===== config.mk =====
export PLATFORM = sky130hd
export DESIGN_NAME = uart_tx_serializer
export DESIGN_NICKNAME = d
export VERILOG_FILES = /design/src/rtl/uart_tx_serializer.sv
export SDC_FILE = /design/constraint.sdc
export NUM_CORES = 1
export LEC_CHECK = 0
export CAP_MARGIN = 10
export CORE_ASPECT_RATIO = 1.75
export CORE_UTILIZATION = 51
export DETAILED_ROUTE_END_ITERATION = 10
export GPL_TIMING_DRIVEN = 0
export HOLD_SLACK_MARGIN = 0.05
export PLACE_DENSITY = 0.75
export SLEW_MARGIN = 5
export SYNTH_ARGS = -nofsm -noshare
export SYNTH_HDL_FRONTEND = slang
export SYNTH_SLANG_ARGS = --single-unit

===== constraint.sdc =====
create_clock -name clk -period 1.7 [get_ports clk]
set_input_delay 0.51 -clock clk [delete_from_list [all_inputs] [get_ports clk]]
set_output_delay 0.51 -clock clk [all_outputs]
set_load 0.1 [all_outputs]

===== src/rtl/uart_tx_serializer.sv =====
// UART transmitter: start bit, 8 data bits LSB-first, optional parity,
// then 1 or 2 stop bits on a line that idles high.
module uart_tx_serializer #(
  parameter int CLKS_PER_BIT = 868,
  parameter int PARITY_EN    = 0,
  parameter int PARITY_ODD   = 0,
  parameter int STOP_BITS    = 1
) (
  input  logic       clk,
  input  logic       reset,
  input  logic       tx_start,
  input  logic [7:0] tx_data,
  output logic       tx,
  output logic       busy,
  output logic       tx_done
);

  localparam int CW = (CLKS_PER_BIT > 1) ? $clog2(CLKS_PER_BIT) : 1;

  if (CLKS_PER_BIT < 2) begin : g_bad_cpb
    $error("uart_tx_serializer: CLKS_PER_BIT must be >= 2");
  end
  if (STOP_BITS != 1 && STOP_BITS != 2) begin : g_bad_stop
    $error("uart_tx_serializer: STOP_BITS must be 1 or 2");
  end

  typedef enum logic [2:0] {
    IDLE,
    START,
    DATA,
    PARITY,
    STOP
  } state_t;

  state_t        state_q;
  logic [CW-1:0] cnt_q;
  logic [2:0]    idx_q;
  logic [7:0]    shift_q;
  logic          par_q;
  logic          tx_q;
  logic          busy_q;
  logic          done_q;
  logic          bit_end;

  assign bit_end = (cnt_q == CW'(CLKS_PER_BIT - 1));

  always_ff @(posedge clk) begin
    if (reset) begin
      state_q <= IDLE;
      cnt_q   <= '0;
      idx_q   <= '0;
      shift_q <= '0;
      par_q   <= 1'b0;
      tx_q    <= 1'b1;
      busy_q  <= 1'b0;
      done_q  <= 1'b0;
    end else begin
      done_q <= 1'b0;
      if (state_q != IDLE) begin
        cnt_q <= bit_end ? '0 : cnt_q + CW'(1);
      end
      unique case (state_q)
        IDLE: begin
          if (tx_start) begin
            state_q <= START;
            shift_q <= tx_data;
            par_q   <= (^tx_data) ^ (PARITY_ODD != 0);
            tx_q    <= 1'b0;
            busy_q  <= 1'b1;
            cnt_q   <= '0;
            idx_q   <= '0;
          end
        end
        START: begin
          if (bit_end) begin
            state_q <= DATA;
            tx_q    <= shift_q[0];
          end
        end
        DATA: begin
          if (bit_end) begin
            shift_q <= shift_q >> 1;
            if (idx_q == 3'd7) begin
              idx_q <= '0;
              if (PARITY_EN != 0) begin
                state_q <= PARITY;
                tx_q    <= par_q;
              end else begin
                state_q <= STOP;
                tx_q    <= 1'b1;
              end
            end else begin
              idx_q <= idx_q + 3'd1;
              tx_q  <= shift_q[1];
            end
          end
        end
        PARITY: begin
          if (bit_end) begin
            state_q <= STOP;
            tx_q    <= 1'b1;
          end
        end
        STOP: begin
          // idx_q counts stop bits here so 2-stop frames reuse the same counter
          if (bit_end) begin
            if (idx_q == 3'(STOP_BITS - 1)) begin
              state_q <= IDLE;
              busy_q  <= 1'b0;
              done_q  <= 1'b1;
              idx_q   <= '0;
            end else begin
              idx_q <= idx_q + 3'd1;
            end
          end
        end
        default: state_q <= IDLE;
      endcase
    end
  end

  assign tx      = tx_q;
  assign busy    = busy_q;
  assign tx_done = done_q;

endmodule


# Word level (Yosys, flattened, before mapping)
# Cells that the tools add are included.
[classes]
n_mux = 32
bitwise = 2
n_eq_ne = 13
n_reduce_logical = 13
addsub = 2
[ops]
columns = ["cell", "n"]
rows = [
  ["$mux 10", 4],
  ["$mux 3", 12],
  ["$mux 8", 2],
  ["$pmux 8 s2", 1],
  ["$pmux 3 s5", 1],
  ["$ne 2x2->1 const B", 7],
  ["$add 10x1->10 const B", 1],
  ["$eq 10x10->1 const B", 1],
  ["$mux 1", 9],
  ["$pmux 3 s3", 1],
  ["$reduce_and 4->1", 2],
  ["$reduce_and 7->1", 1],
  ["$eq 3x2->1 const B", 2],
  ["$eq 3x3->1 const B", 2],
  ["$logic_not 3->1", 2],
  ["$reduce_bool 3->1", 2],
  ["$reduce_and 5->1", 1],
  ["$pmux 1 s4", 1],
  ["$reduce_bool 2->1", 2],
  ["$reduce_bool 4->1", 1],
  ["$add 3x1->3 const B", 1],
  ["$eq 3x1->1 const B", 1],
  ["$reduce_and 3->1", 1],
  ["$reduce_or 3->1", 1],
  ["other kinds (2)", 3],
]
[word_totals]
reg_bits = 27

# Depth between registers and ports, before layout
[depth]
ltp_word = 5
ltp_mapped = 7
ltp_nobuf = 6

# Worst setup path before layout
# Ideal clock, no wire load.
[synth_timing]
kind = "register to register"
startpoint = "register cnt_q[0]"
endpoint = "register state_q[2]"
path_slack_ns = -0.023
path_stages_with_launch = 6
setup_ns = 0.123
arrival_time_ns = 1.599
cell_sequence = "dfxtp_1 ha_1 and4b_4 nand3_4 a221oi_4 mux2_1"
[synth_via]
elab_chain_cells = 3
[synth_lines]
columns = ["item", "line", "rtl"]
rows = [
  ["start: declaration", "36", "logic [CW-1:0] cnt_q;"],
  ["start signal: assignment", "60", "cnt_q <= bit_end ? '0 : cnt_q + CW'(1);"],
  ["$eq 10x10->1 (*)", "45", "assign bit_end = (cnt_q == CW'(CLKS_PER_BIT - 1));"],
  ["$ne 2x2->1 (no line)", "-", ""],
  ["$reduce_and 7->1 (no line) (*)", "-", ""],
  ["end signal: assignment", "49", "state_q <= IDLE;"],
  ["end signal: assignment", "65", "state_q <= START;"],
  ["end signal: assignment", "76", "state_q <= DATA;"],
  ["end: declaration", "35", "state_t state_q;"],
]
# Mark *: on every way between the ends. The rest lies on a longest branch, timed or not.
# A chain may end at the register's enable or synchronous reset.

# Final worst setup path
[layout_timing]
startpoint = "register state_q[0]"
endpoint = "register state_q[2]"
[layout_via]
elab_chain_cells = 3
[layout_lines]
columns = ["item", "line", "rtl"]
rows = [
  ["$eq 3x3->1 (tied with other cells)", "62", "unique case (state_q)"],
  ["$ne 2x2->1 (no line)", "-", ""],
  ["$reduce_and 7->1 (no line)", "-", ""],
]
# Several ways; a longest one is shown, not always the timed one.

==> flow_summary_export.csv <==
group,metric,value,unit
status,status,"finished clean",
floorplan,boundaryPins,14,
setup_path,critical_path_arrival,1.84,ns
setup_path,cp-end-kind,"register",
worst_hold_path,holdPathStages,2,
power_and_ir_drop,p_leak,0.7189,nW
setup_path,reg2reg_to,"state_q[2]$_SDFFE_PP0P_",
cts,cts_max_path_buffers,2,
timing,final_hold_viol_count,0,
finish,syn_to_final_growth,25.24,%
global_routing,grt_pass1_wl,6141,um
power_and_ir_drop,internal_power,1.290,mW
synthesis,yosysTopAreaCellShare,0.3495,
finish,final_cell_count_no_fill,224,
drt,via_count,1402,
synthesis,synth_common_cells,"27 x dfxtp_1, 14 x a21oi_1, 13 x nand3_1, 11 x mux2i_1, 9 x nand2_1",
timing,tightest_slew,0.5424,ns
setup_path,path_class,"reg -> reg",
placement,dp.cells,207,
worst_hold_path,min_to,"shift_q[5]$_SDFFE_PP0P_",
synthesis,mappedNetlistArea,1546,um2
power_and_ir_drop,total_power,2.021,mW
timing,layout_min_cycle_time,1.671,ns
synthesis,synth-edff-count,0,
synthesis,syn_area_per_cell,9.316,um2
cts,clk_pin_slew_worst_paths,0.09,ns
setup_path,worstSetupStartpointType,"register",
synthesis,synth_seq_cells,27,
setup_path,crit_path_top_delay_cell,"dfxtp_1",
global_routing,track_usage,0.2468,
floorplan,die_w,43.63,um
drt,drtIter0Drc,34,
timing,period_share,0.9832,
drt,wl_met3,94,um
floorplan,core-area,2895,um2
timing,drv_slew,0,
timing,setup_viol,0,
synthesis,synthArstFlopShare,0,
placement,dp_worst_setup_slack,-0.4830,ns
drt,drt_first_pass_iters,4,
timing,fmax,598.3,MHz
setup_path,required,1.86,ns
drt,wl,3833,um
timing,clock_skew,0.003850,ns
power_and_ir_drop,power.switching,0.7317,mW
power_and_ir_drop,swShare,0.3620,
synthesis,synth_cells,166,
timing,relSlewSlack,0.6401,
synthesis,synth_flop_cell,"dfxtp_1",
drt,drtAntennaViolNets,0,
drt,drc,0,
finish,nets,212,
flow_run,max_cap_violations,0,
placement,place_area,1714,um2
placement,port_buffers,13,
global_routing,grt_start_max_net_pins,15,
drt,met1_length,1422,um
global_routing,gr-total-overflow,0,
cts,clkLatencyLatePin,0.27,ns
floorplan,fp.dieArea,3265,um2
finish,layout-drive-gt1-share,0.2806,
drt,avgViaCountPerCell,6.259,
synthesis,yosysMostFrequentCell,"dfxtp_1",
setup_path,r2r_slack,0.03,ns
global_routing,antenna_found_initial,0,
drt,wl_met2,2238,um
cts,tritoncts,"built",
cts,cts_root_buffer,"clkbuf_8",
synthesis,synth.distinct_cells,52,
power_and_ir_drop,p_seq_frac,0.369,
placement,hpwlAfterDp,2666,um
floorplan,initial_core_util,0.5341,
worst_hold_path,min_path_type,"reg -> reg",
floorplan,chipHeight,74.85,um
synthesis,synth_area_leaders,"dfxtp_1 35%, mux2i_1 7.1%, a21oi_1 4.5%, nand3_1 4.2%, a21o_1 3.4%",
cts,h-tree-depth,1,
finish,diodes,0,
timing,setup_slack,0.02853,ns
worst_hold_path,hp-start,"shift_q[5]$_SDFFE_PP0P_",
placement,routabilityCongestion,0.8430,
setup_path,rr_startpoint,"state_q[0]$_SDFFE_PP0P_",
synthesis,yosysWarningCount,0,
drt,top_layer_used,"met4",
drt,routedWlPerCell,17.11,um
power_and_ir_drop,pwr-share-comb,0.450,
finish,post-route-util,0.6690,
cts,cts_num_sinks,27,
synthesis,yosysTopAreaCell,"dfxtp_1",
setup_path,path_cells,"buf_6, nor3_4, o22ai_2, a221oi_4, mux2_4",
synthesis,syn_nets,181,
setup_path,cp_max_fo,9,
setup_path,cpPeakStageDelay,0.33,ns
global_routing,first_global_vias,1409,
power_and_ir_drop,vdd_drop_max,0.7051,mV
finish,fin_area,1937,um2
timing,rsz0062_at_grt,"yes",
floorplan,num_rows,26,
synthesis,ys_seq_area_frac,0.3495,
power_and_ir_drop,p_clk_frac,0.181,
power_and_ir_drop,p_per_area,1044,nW/um2
cts,cts_made_buffers,3,
setup_path,r2r_cells,5,
-- worst max path at each step --
| stage | start | endpoint | slack [ns] | depth (start not counted) |
|---|---|---|---|---|
| finish | state_q[0]$_SDFFE_PP0P_ | state_q[2]$_SDFFE_PP0P_ | 0.03 | 5 |
| detailed placement | reset | shift_q[3]$_SDFFE_PP0P_ | -0.48 | 4 |
| global route | state_q[0]$_SDFFE_PP0P_ | state_q[2]$_SDFFE_PP0P_ | -0.02 | 5 |
| global placement | reset | cnt_q[1]$_SDFF_PP0_ | -0.43 | 4 |
| CTS | cnt_q[0]$_SDFF_PP0_ | cnt_q[9]$_SDFF_PP0_ | 0.005 | 5 |
| floorplan | cnt_q[0]$_SDFF_PP0_ | state_q[2]$_SDFFE_PP0P_ | 0.009 | 5 |
-- placed cells by master, fill, tap and decap left out, drive strengths merged, types with 7 or more instances in the layout --
master and n:
mux2i 11, nand2 10, clkdlybuf4s50 9, o21ai 7, a21oi 14, buf 23, dfxtp 27, a21o 7
nand3 14
-- worst max-delay path: cells and delay by family (launching register included) --
kind	cells	cell delay, ns
AOI/OAI and AO/OA	2	0.46
buffers and inverters	1	0.15
DFF	1	0.33
muxes	1	0.33
and+or+nand+nor	1	0.30
-- cell families (layout without fill, tap and decap cells) --
| group | after synthesis | after routing | synth area share |
|---|---|---|---|
| fa+ha+maj | 4 | 4 | 0.03236 |
| mux | 12 | 12 | 0.07848 |
| buf+inv | 15 | 45 | 0.05663 |
| simple gates | 63 | 63 | 0.2743 |
| flops | 27 | 27 | 0.3495 |
| compound gates | 45 | 45 | 0.2087 |
-- layout make-up --
| cell class | instances | area (um2) |
|---|---|---|
| multi-input cells | 124 | 980.9 |
| fillers | 232 | 958.4 |
| flip-flops and latches | 27 | 549.3 |
| repair buffers | 27 | 230.2 |
| plain buffers | 9 | 77.57 |
| clock buffers | 4 | 45.04 |
| well taps | 28 | 35.03 |
| inverters | 5 | 18.77 |
-- per-layer routing --
metal  vias to the layer above  track usage
li1                        681            -
met1                       684       0.2552
met2                        31       0.4544
met3                         6      0.03357
met4                         0       0.1528
met5                         -            0
-- per-stage QoR --
stage / hold WS, ns / setup TNS (ns)
final: 0.4798 / 0
after global routing: 0.4976 / -0.02789
after CTS: 0.4787 / 0
after detailed placement: 0.4659 / -9.220
after global placement: 0.4502 / -8.407
after floorplan: 0.4432 / 0
-- registers in the layout, indices dropped and copies added, names as in the netlist --
signal   count
busy         1
shift_q      8
tx_done      1
idx_q        3
tx           1
cnt_q       10
state_q      3
-- power by group through the flow --
stage	clock network, mW	logic, mW	registers [mW]
after global routing	0.394	0.991	0.752
final	0.365	0.910	0.746
after floorplan	0	0.500	0.808
after global placement	0	0.695	0.747
after CTS	0.371	0.781	0.746
after detailed placement	0	0.715	0.753
-- what timing repair did --
item / CTS / global route
buffers inserted: 5 / 8
hold buffers: 0 / 0
pin swaps: 2 / 5
setup endpoints to repair: 18 / 19
resized for setup: 17 / 20
gates cloned: 0 / 1
Power figures use the tool's default switching activity.
